==> src/rtl/id_ex_stage.sv <==
// id_ex_stage: ID/EX pipeline register fed by the decode-stage register file.
// Captures decoded fields plus bypassed operands, inserts bubbles on flush or
// load-use hazard, and raises stall_out back to fetch/decode.
// Optional build macro: ID_EX_PERF_EN adds saturating stall/flush counters.
module id_ex_stage #(
  parameter int DATA_W = 32,
  parameter int ADDR_W = 5,
  parameter int CTRL_W = 8
) (
  input  logic              clk,
  input  logic              rst,
  input  logic              halt,
  input  logic              flush,
  input  logic              in_valid,
  input  logic [DATA_W-1:0] in_pc,
  input  logic [ADDR_W-1:0] in_rs,
  input  logic [ADDR_W-1:0] in_rt,
  input  logic [ADDR_W-1:0] in_dest,
  input  logic [DATA_W-1:0] in_imm,
  input  logic [DATA_W-1:0] in_rdata1,
  input  logic [DATA_W-1:0] in_rdata2,
  input  logic [CTRL_W-1:0] in_ctrl,
  input  logic              in_mem_read,
  input  logic              in_reg_write,
  input  logic [ADDR_W-1:0] wb_addr,
  input  logic [DATA_W-1:0] wb_data,
  input  logic              wb_we,
  output logic              ex_valid,
  output logic [DATA_W-1:0] ex_pc,
  output logic [DATA_W-1:0] ex_imm,
  output logic [DATA_W-1:0] ex_op_a,
  output logic [DATA_W-1:0] ex_op_b,
  output logic [ADDR_W-1:0] ex_rs,
  output logic [ADDR_W-1:0] ex_rt,
  output logic [ADDR_W-1:0] ex_dest,
  output logic [CTRL_W-1:0] ex_ctrl,
  output logic              ex_mem_read,
  output logic              ex_reg_write,
  output logic              stall_out
`ifdef ID_EX_PERF_EN
  ,
  output logic [DATA_W-1:0] perf_stall_cnt,
  output logic [DATA_W-1:0] perf_flush_cnt
`endif
);

  localparam logic [DATA_W-1:0] DATA_ZERO = {DATA_W{1'b0}};
  localparam logic [ADDR_W-1:0] ADDR_ZERO = {ADDR_W{1'b0}};
  localparam logic [CTRL_W-1:0] CTRL_ZERO = {CTRL_W{1'b0}};

  // Register-file writes land on the clock edge, so a same-cycle write to the
  // source index must be forwarded; index 0 is hard-wired to zero.
  function automatic logic [DATA_W-1:0] bypass_operand(
    input logic [ADDR_W-1:0] idx,
    input logic [DATA_W-1:0] rdata,
    input logic              we,
    input logic [ADDR_W-1:0] waddr,
    input logic [DATA_W-1:0] wdata
  );
    logic [DATA_W-1:0] result;
    if (idx == ADDR_ZERO) begin
      result = DATA_ZERO;
    end else if (we && (waddr == idx)) begin
      result = wdata;
    end else begin
      result = rdata;
    end
    return result;
  endfunction

  logic              valid_q,     valid_d;
  logic [DATA_W-1:0] pc_q,        pc_d;
  logic [DATA_W-1:0] imm_q,       imm_d;
  logic [DATA_W-1:0] op_a_q,      op_a_d;
  logic [DATA_W-1:0] op_b_q,      op_b_d;
  logic [ADDR_W-1:0] rs_q,        rs_d;
  logic [ADDR_W-1:0] rt_q,        rt_d;
  logic [ADDR_W-1:0] dest_q,      dest_d;
  logic [CTRL_W-1:0] ctrl_q,      ctrl_d;
  logic              mem_read_q,  mem_read_d;
  logic              reg_write_q, reg_write_d;
  logic              stall_s;

  // Load-use hazard: the load in EX produces a register decode wants to read.
  always_comb begin
    stall_s = valid_q & mem_read_q & (dest_q != ADDR_ZERO) & in_valid &
              ((dest_q == in_rs) | (dest_q == in_rt));
  end

  assign stall_out = stall_s;

  // Next EX entry: hold on halt, bubble on flush/stall, otherwise capture.
  always_comb begin
    valid_d     = valid_q;
    pc_d        = pc_q;
    imm_d       = imm_q;
    op_a_d      = op_a_q;
    op_b_d      = op_b_q;
    rs_d        = rs_q;
    rt_d        = rt_q;
    dest_d      = dest_q;
    ctrl_d      = ctrl_q;
    mem_read_d  = mem_read_q;
    reg_write_d = reg_write_q;
    if (halt) begin
      valid_d = valid_q;
    end else if (flush || stall_s) begin
      valid_d     = 1'b0;
      pc_d        = DATA_ZERO;
      imm_d       = DATA_ZERO;
      op_a_d      = DATA_ZERO;
      op_b_d      = DATA_ZERO;
      rs_d        = ADDR_ZERO;
      rt_d        = ADDR_ZERO;
      dest_d      = ADDR_ZERO;
      ctrl_d      = CTRL_ZERO;
      mem_read_d  = 1'b0;
      reg_write_d = 1'b0;
    end else begin
      valid_d     = in_valid;
      pc_d        = in_pc;
      imm_d       = in_imm;
      op_a_d      = bypass_operand(in_rs, in_rdata1, wb_we, wb_addr, wb_data);
      op_b_d      = bypass_operand(in_rt, in_rdata2, wb_we, wb_addr, wb_data);
      rs_d        = in_rs;
      rt_d        = in_rt;
      dest_d      = in_dest;
      ctrl_d      = in_valid ? in_ctrl : CTRL_ZERO;
      mem_read_d  = in_valid & in_mem_read;
      reg_write_d = in_valid & in_reg_write;
    end
  end

  // EX entry flops with synchronous reset.
  always_ff @(posedge clk) begin
    if (rst) begin
      valid_q     <= 1'b0;
      pc_q        <= DATA_ZERO;
      imm_q       <= DATA_ZERO;
      op_a_q      <= DATA_ZERO;
      op_b_q      <= DATA_ZERO;
      rs_q        <= ADDR_ZERO;
      rt_q        <= ADDR_ZERO;
      dest_q      <= ADDR_ZERO;
      ctrl_q      <= CTRL_ZERO;
      mem_read_q  <= 1'b0;
      reg_write_q <= 1'b0;
    end else begin
      valid_q     <= valid_d;
      pc_q        <= pc_d;
      imm_q       <= imm_d;
      op_a_q      <= op_a_d;
      op_b_q      <= op_b_d;
      rs_q        <= rs_d;
      rt_q        <= rt_d;
      dest_q      <= dest_d;
      ctrl_q      <= ctrl_d;
      mem_read_q  <= mem_read_d;
      reg_write_q <= reg_write_d;
    end
  end

  assign ex_valid     = valid_q;
  assign ex_pc        = pc_q;
  assign ex_imm       = imm_q;
  assign ex_op_a      = op_a_q;
  assign ex_op_b      = op_b_q;
  assign ex_rs        = rs_q;
  assign ex_rt        = rt_q;
  assign ex_dest      = dest_q;
  assign ex_ctrl      = ctrl_q;
  assign ex_mem_read  = mem_read_q;
  assign ex_reg_write = reg_write_q;

`ifdef ID_EX_PERF_EN
  localparam logic [DATA_W-1:0] DATA_ONES = {DATA_W{1'b1}};
  localparam logic [DATA_W-1:0] DATA_ONE  = {{(DATA_W-1){1'b0}}, 1'b1};

  logic [DATA_W-1:0] stall_cnt_q, stall_cnt_d;
  logic [DATA_W-1:0] flush_cnt_q, flush_cnt_d;

  // Saturating counters; flush takes priority so a flushed stall is not a stall.
  always_comb begin
    stall_cnt_d = stall_cnt_q;
    flush_cnt_d = flush_cnt_q;
    if (!halt && flush && (flush_cnt_q != DATA_ONES)) begin
      flush_cnt_d = flush_cnt_q + DATA_ONE;
    end else begin
      flush_cnt_d = flush_cnt_q;
    end
    if (!halt && !flush && stall_s && (stall_cnt_q != DATA_ONES)) begin
      stall_cnt_d = stall_cnt_q + DATA_ONE;
    end else begin
      stall_cnt_d = stall_cnt_q;
    end
  end

  // Performance counter flops.
  always_ff @(posedge clk) begin
    if (rst) begin
      stall_cnt_q <= DATA_ZERO;
      flush_cnt_q <= DATA_ZERO;
    end else begin
      stall_cnt_q <= stall_cnt_d;
      flush_cnt_q <= flush_cnt_d;
    end
  end

  assign perf_stall_cnt = stall_cnt_q;
  assign perf_flush_cnt = flush_cnt_q;
`endif

endmodule

==> config.mk <==
export PLATFORM = sky130hd
export DESIGN_NAME = id_ex_stage
export DESIGN_NICKNAME = d
export VERILOG_FILES = /design/src/rtl/id_ex_stage.sv
export SDC_FILE = /design/constraint.sdc
export NUM_CORES = 1
export LEC_CHECK = 0
export ABC_AREA = 1
export BUFFER_PORTS_ARGS = -buffer_cell sky130_fd_sc_hd__buf_2
export CAP_MARGIN = 15
export CORE_MARGIN = 8
export CORE_UTILIZATION = 48
export CTS_BUF_LIST = sky130_fd_sc_hd__clkbuf_16
export CTS_CLUSTER_SIZE = 30
export DETAILED_ROUTE_END_ITERATION = 7
export PLACE_DENSITY = 0.88
export SLEW_MARGIN = 20
export SYNTH_ARGS = -nofsm -noshare
export SYNTH_HDL_FRONTEND = slang
export SYNTH_SLANG_ARGS = --single-unit
export TNS_END_PERCENT = 10
==> constraint.sdc <==
create_clock -name clk -period 2 [get_ports clk]
set_input_delay 0.5 -clock clk [delete_from_list [all_inputs] [get_ports clk]]
set_output_delay 0.5 -clock clk [all_outputs]
set_load 0.02 [all_outputs]
==> results.toml <==
[sta]
hold_viol_final = 0
final-setup-viol-count = 0
maxSlewViolCount = 0
worst_pin_slew_ps = 440
fin_crit_ps = 1950
fmax_mhz = 513
setup_slack_ps = 49.2
finalCritPeriodShare_pct = 97.5
rsz0062_at_grt = "true"
clock_skew_ps = 9.63
fin_setup_tns_ps = 0
slew_headroom_pct = 70.7

[critical_path]
critPathBufInv = 3
start_kind = "register"
critPathMaxFanout = 7
crit_end = "stall_out"
crit_family = "simple AND/OR/NAND/NOR gates"
r2r-start = "ex_dest[0]"
rrSetupSlack_ps = 210
worstSetupStartpoint = "ex_dest[0]"
arrival_ps = 1450
crit_type = "reg -> out"
r2r.worst_path.cells = 13
crit_cells = 9
crit_slowest_cell = "dfxtp_4"
r2r-end = "ex_op_a[18]"
cpMostUsedCell = "nor2_1"
cp_cell_sequence = "nand2_1, clkinv_1, nor2_1, nor2_1, nand3_1, nand2_2, nand2_4, inv_2, buf_6"
crit_path_max_incr_delay_ps = 400
end_kind = "output pin"
critPathRequiredTime_ps = 1500

[die]
dieArea_mm2 = 0.0209
rows = 47
ios = 351
design.core.area_mm2 = 0.0163
die_h_um = 145
die-width_um = 145
start_util_pct = 48.5

[synthesis]
synth_mux_area_share_pct = 0
ys_types = 21
synthCells = 1234
syn-cell-area_mm2 = 0.00794
syn_avg_cell_area_um2 = 6.43
ys_top_cells_by_area = "dfxtp_1, nand2_1, nand4_1"
synth_xor_area_share_pct = 0.221
synth-compound-area-share_pct = 6.05
synthAdderAreaFrac_pct = 0
syn-num-nets = 1430
synth-simple-area-share_pct = 39.8
ys_seq_area_share_pct = 38.8
yosys.area.top_type = "dfxtp_1"
ys_ff_latch = 154
synth.top_cell.area_share_pct = 38.8
yosysWarnings = 0
synth_top_family_by_area = "simple AND/OR/NAND/NOR gates"

[clock_network]
ctsHoldBuffers = 0
cts_sinks = 154
cts_tree = "done"
cts_root_buffer = "clkbuf_16"
clk_latency_ps = 420
htreeDepth = 4
cts_buffers = 17
clockBufferDepth = 2
clk_pin_slew_ps = 70

[route]
drt_wl_total_um = 28500
via_per_inst = 5.26
post-route-drc-count = 0
drt-initial-drc-count = 769
ant_nets = 0
dr.pass1.iters = 5
wl_per_cell_um = 16.1
dr_total_vias = 9325

[placed_design]
io_buffers = 350
gp_congestion = 0.914
pre_cts_slack_ps = 3.55
hpwl_um = 20800

[global_route]
grt_antenna_before_repair = 3
grt_usage_pct = 26.4
grt_start_max_net_pins = 73
grt_pass1_vias = 9001
gr-total-overflow = 0
grt_pass1_wl_um = 43900

[worst_hold_path]
whs_path_depth = 3
hold_path.class = "in -> reg"
holdCritStartpoint = "in_pc[23]"

[power_and_ir_drop]
powerDensity_mw_per_mm2 = 747
leakage_nw = 5.82
ir_worst_vdd_mv = 0.572

[cells_and_area]
nets = 1735
drive_gt1_share_pct = 28.5
syn_to_final_growth_pct = 31.9

[run_status]
status = "finished clean"

[run]
maxCapViolCount = 0
[registers in the layout, indices dropped and copies added, names as in the netlist]
register	flops
ex_op_a	32
ex_valid	1
ex_imm	32
ex_rt	5
ex_op_b	32
ex_reg_write	1
ex_mem_read	1
ex_dest	5
ex_ctrl	8
ex_pc	32
ex_rs	5
[report_power, final]
group / leakage (nW) / total [mW] / internal (mW) / switching [mW]
logic: 4.27 / 1.33 / 0.486 / 0.847
clock network: 0.287 / 3.24 / 1.77 / 1.47
registers: 1.26 / 3.25 / 3.18 / 0.0692
[cells by family (layout without fill, tap and decap cells)]
kind of cell / Yosys count / in the layout
compound gates: 96 / 96
other cells: 0 / 2
buf+inv: 285 / 603
simple gates: 697 / 697
xor+xnor: 2 / 2
flops: 154 / 154
[worst min-delay path, delay by kind of cell]
kind	cells	cell delay [ps]
buffers and inverters	1	90
AND/OR/NAND/NOR	1	70
AO/OA/AOI/OAI	1	50
[cell usage in the layout (no fill, tap or decap), types with 3 or more instances in the layout]
master / synthesis / layout
nand2_1: 262 / 260
inv_8: 0 / 4
buf_4: 16 / 26
inv_2: 8 / 11
buf_2: 18 / 347
inv_6: 0 / 5
nand4_1: 157 / 157
inv_1: 178 / 175
nor2_4: 4 / 4
buf_12: 0 / 10
nand3_1: 67 / 67
clkbuf_16: 0 / 17
o21ai_1: 4 / 4
dfxtp_1: 154 / 149
dfxtp_4: 0 / 3
a21oi_1: 90 / 90
nor2_1: 202 / 202
[layer usage]
metal / track usage, % / vias to the layer above / part of all wire [%]
li1: - / 4549 / -
met1: 29.0 / 4198 / 37
met2: 44.2 / 499 / 48
met3: 9.41 / 77 / 12
met4: 13.5 / 2 / 3.6
met5: 0 / - / 0.028
[stage by stage]
| step | hold WS [ps] | instance area (µm²) | total power [mW] | std cells | util, % |
|---|---|---|---|---|---|
| floorplan | 535 | 7940 | 4.09 | 1234 | - |
| global placement | 442 | 9840 | 4.62 | 1738 | 60.2 |
| detailed placement | 446 | 9840 | 4.64 | 1738 | 60.2 |
| CTS | 331 | 10500 | 7.84 | 1772 | 64.0 |
| global route | 335 | 10500 | 8.12 | 1774 | 64.0 |
| finish | 338 | 10500 | 7.82 | 1774 | 64.0 |
[cell usage after synthesis, drive strengths merged]
cell and n:
a21oi 90, buf 55, clkbuf 43, clkinv 1, dfxtp 154, inv 186
nand2 263, nand3 69, nand4 157, nor2 208, o21ai 6, xnor2 2
[worst min path at each step]
| stage | endpoint | slack, ps |
|---|---|---|
| CTS | ex_dest[0] | 330 |
| detailed placement | ex_imm[29] | 450 |
| finish | ex_pc[23] | 340 |
| floorplan | ex_imm[29] | 530 |
| global route | ex_pc[19] | 330 |
| global placement | ex_imm[29] | 440 |
[timing repair]
| action | in CTS | in global routing |
|---|---|---|
| pin swaps | 4 | 6 |
| setup buffers | 2 | 0 |
| endpoints found under the setup margin | 1 | 1 |
| gates resized for setup | 11 | 4 |
[final cells by class]
type	count	area, µm²
repair buffers	384	2140
well taps	220	275
diodes	2	5.00
fillers	1443	5880
clock inverters	15	154
flip-flops and latches	154	3100
multi-input cells	795	3670
inverters	187	702
clock buffers	17	425
Power figures use the tool's default switching activity.
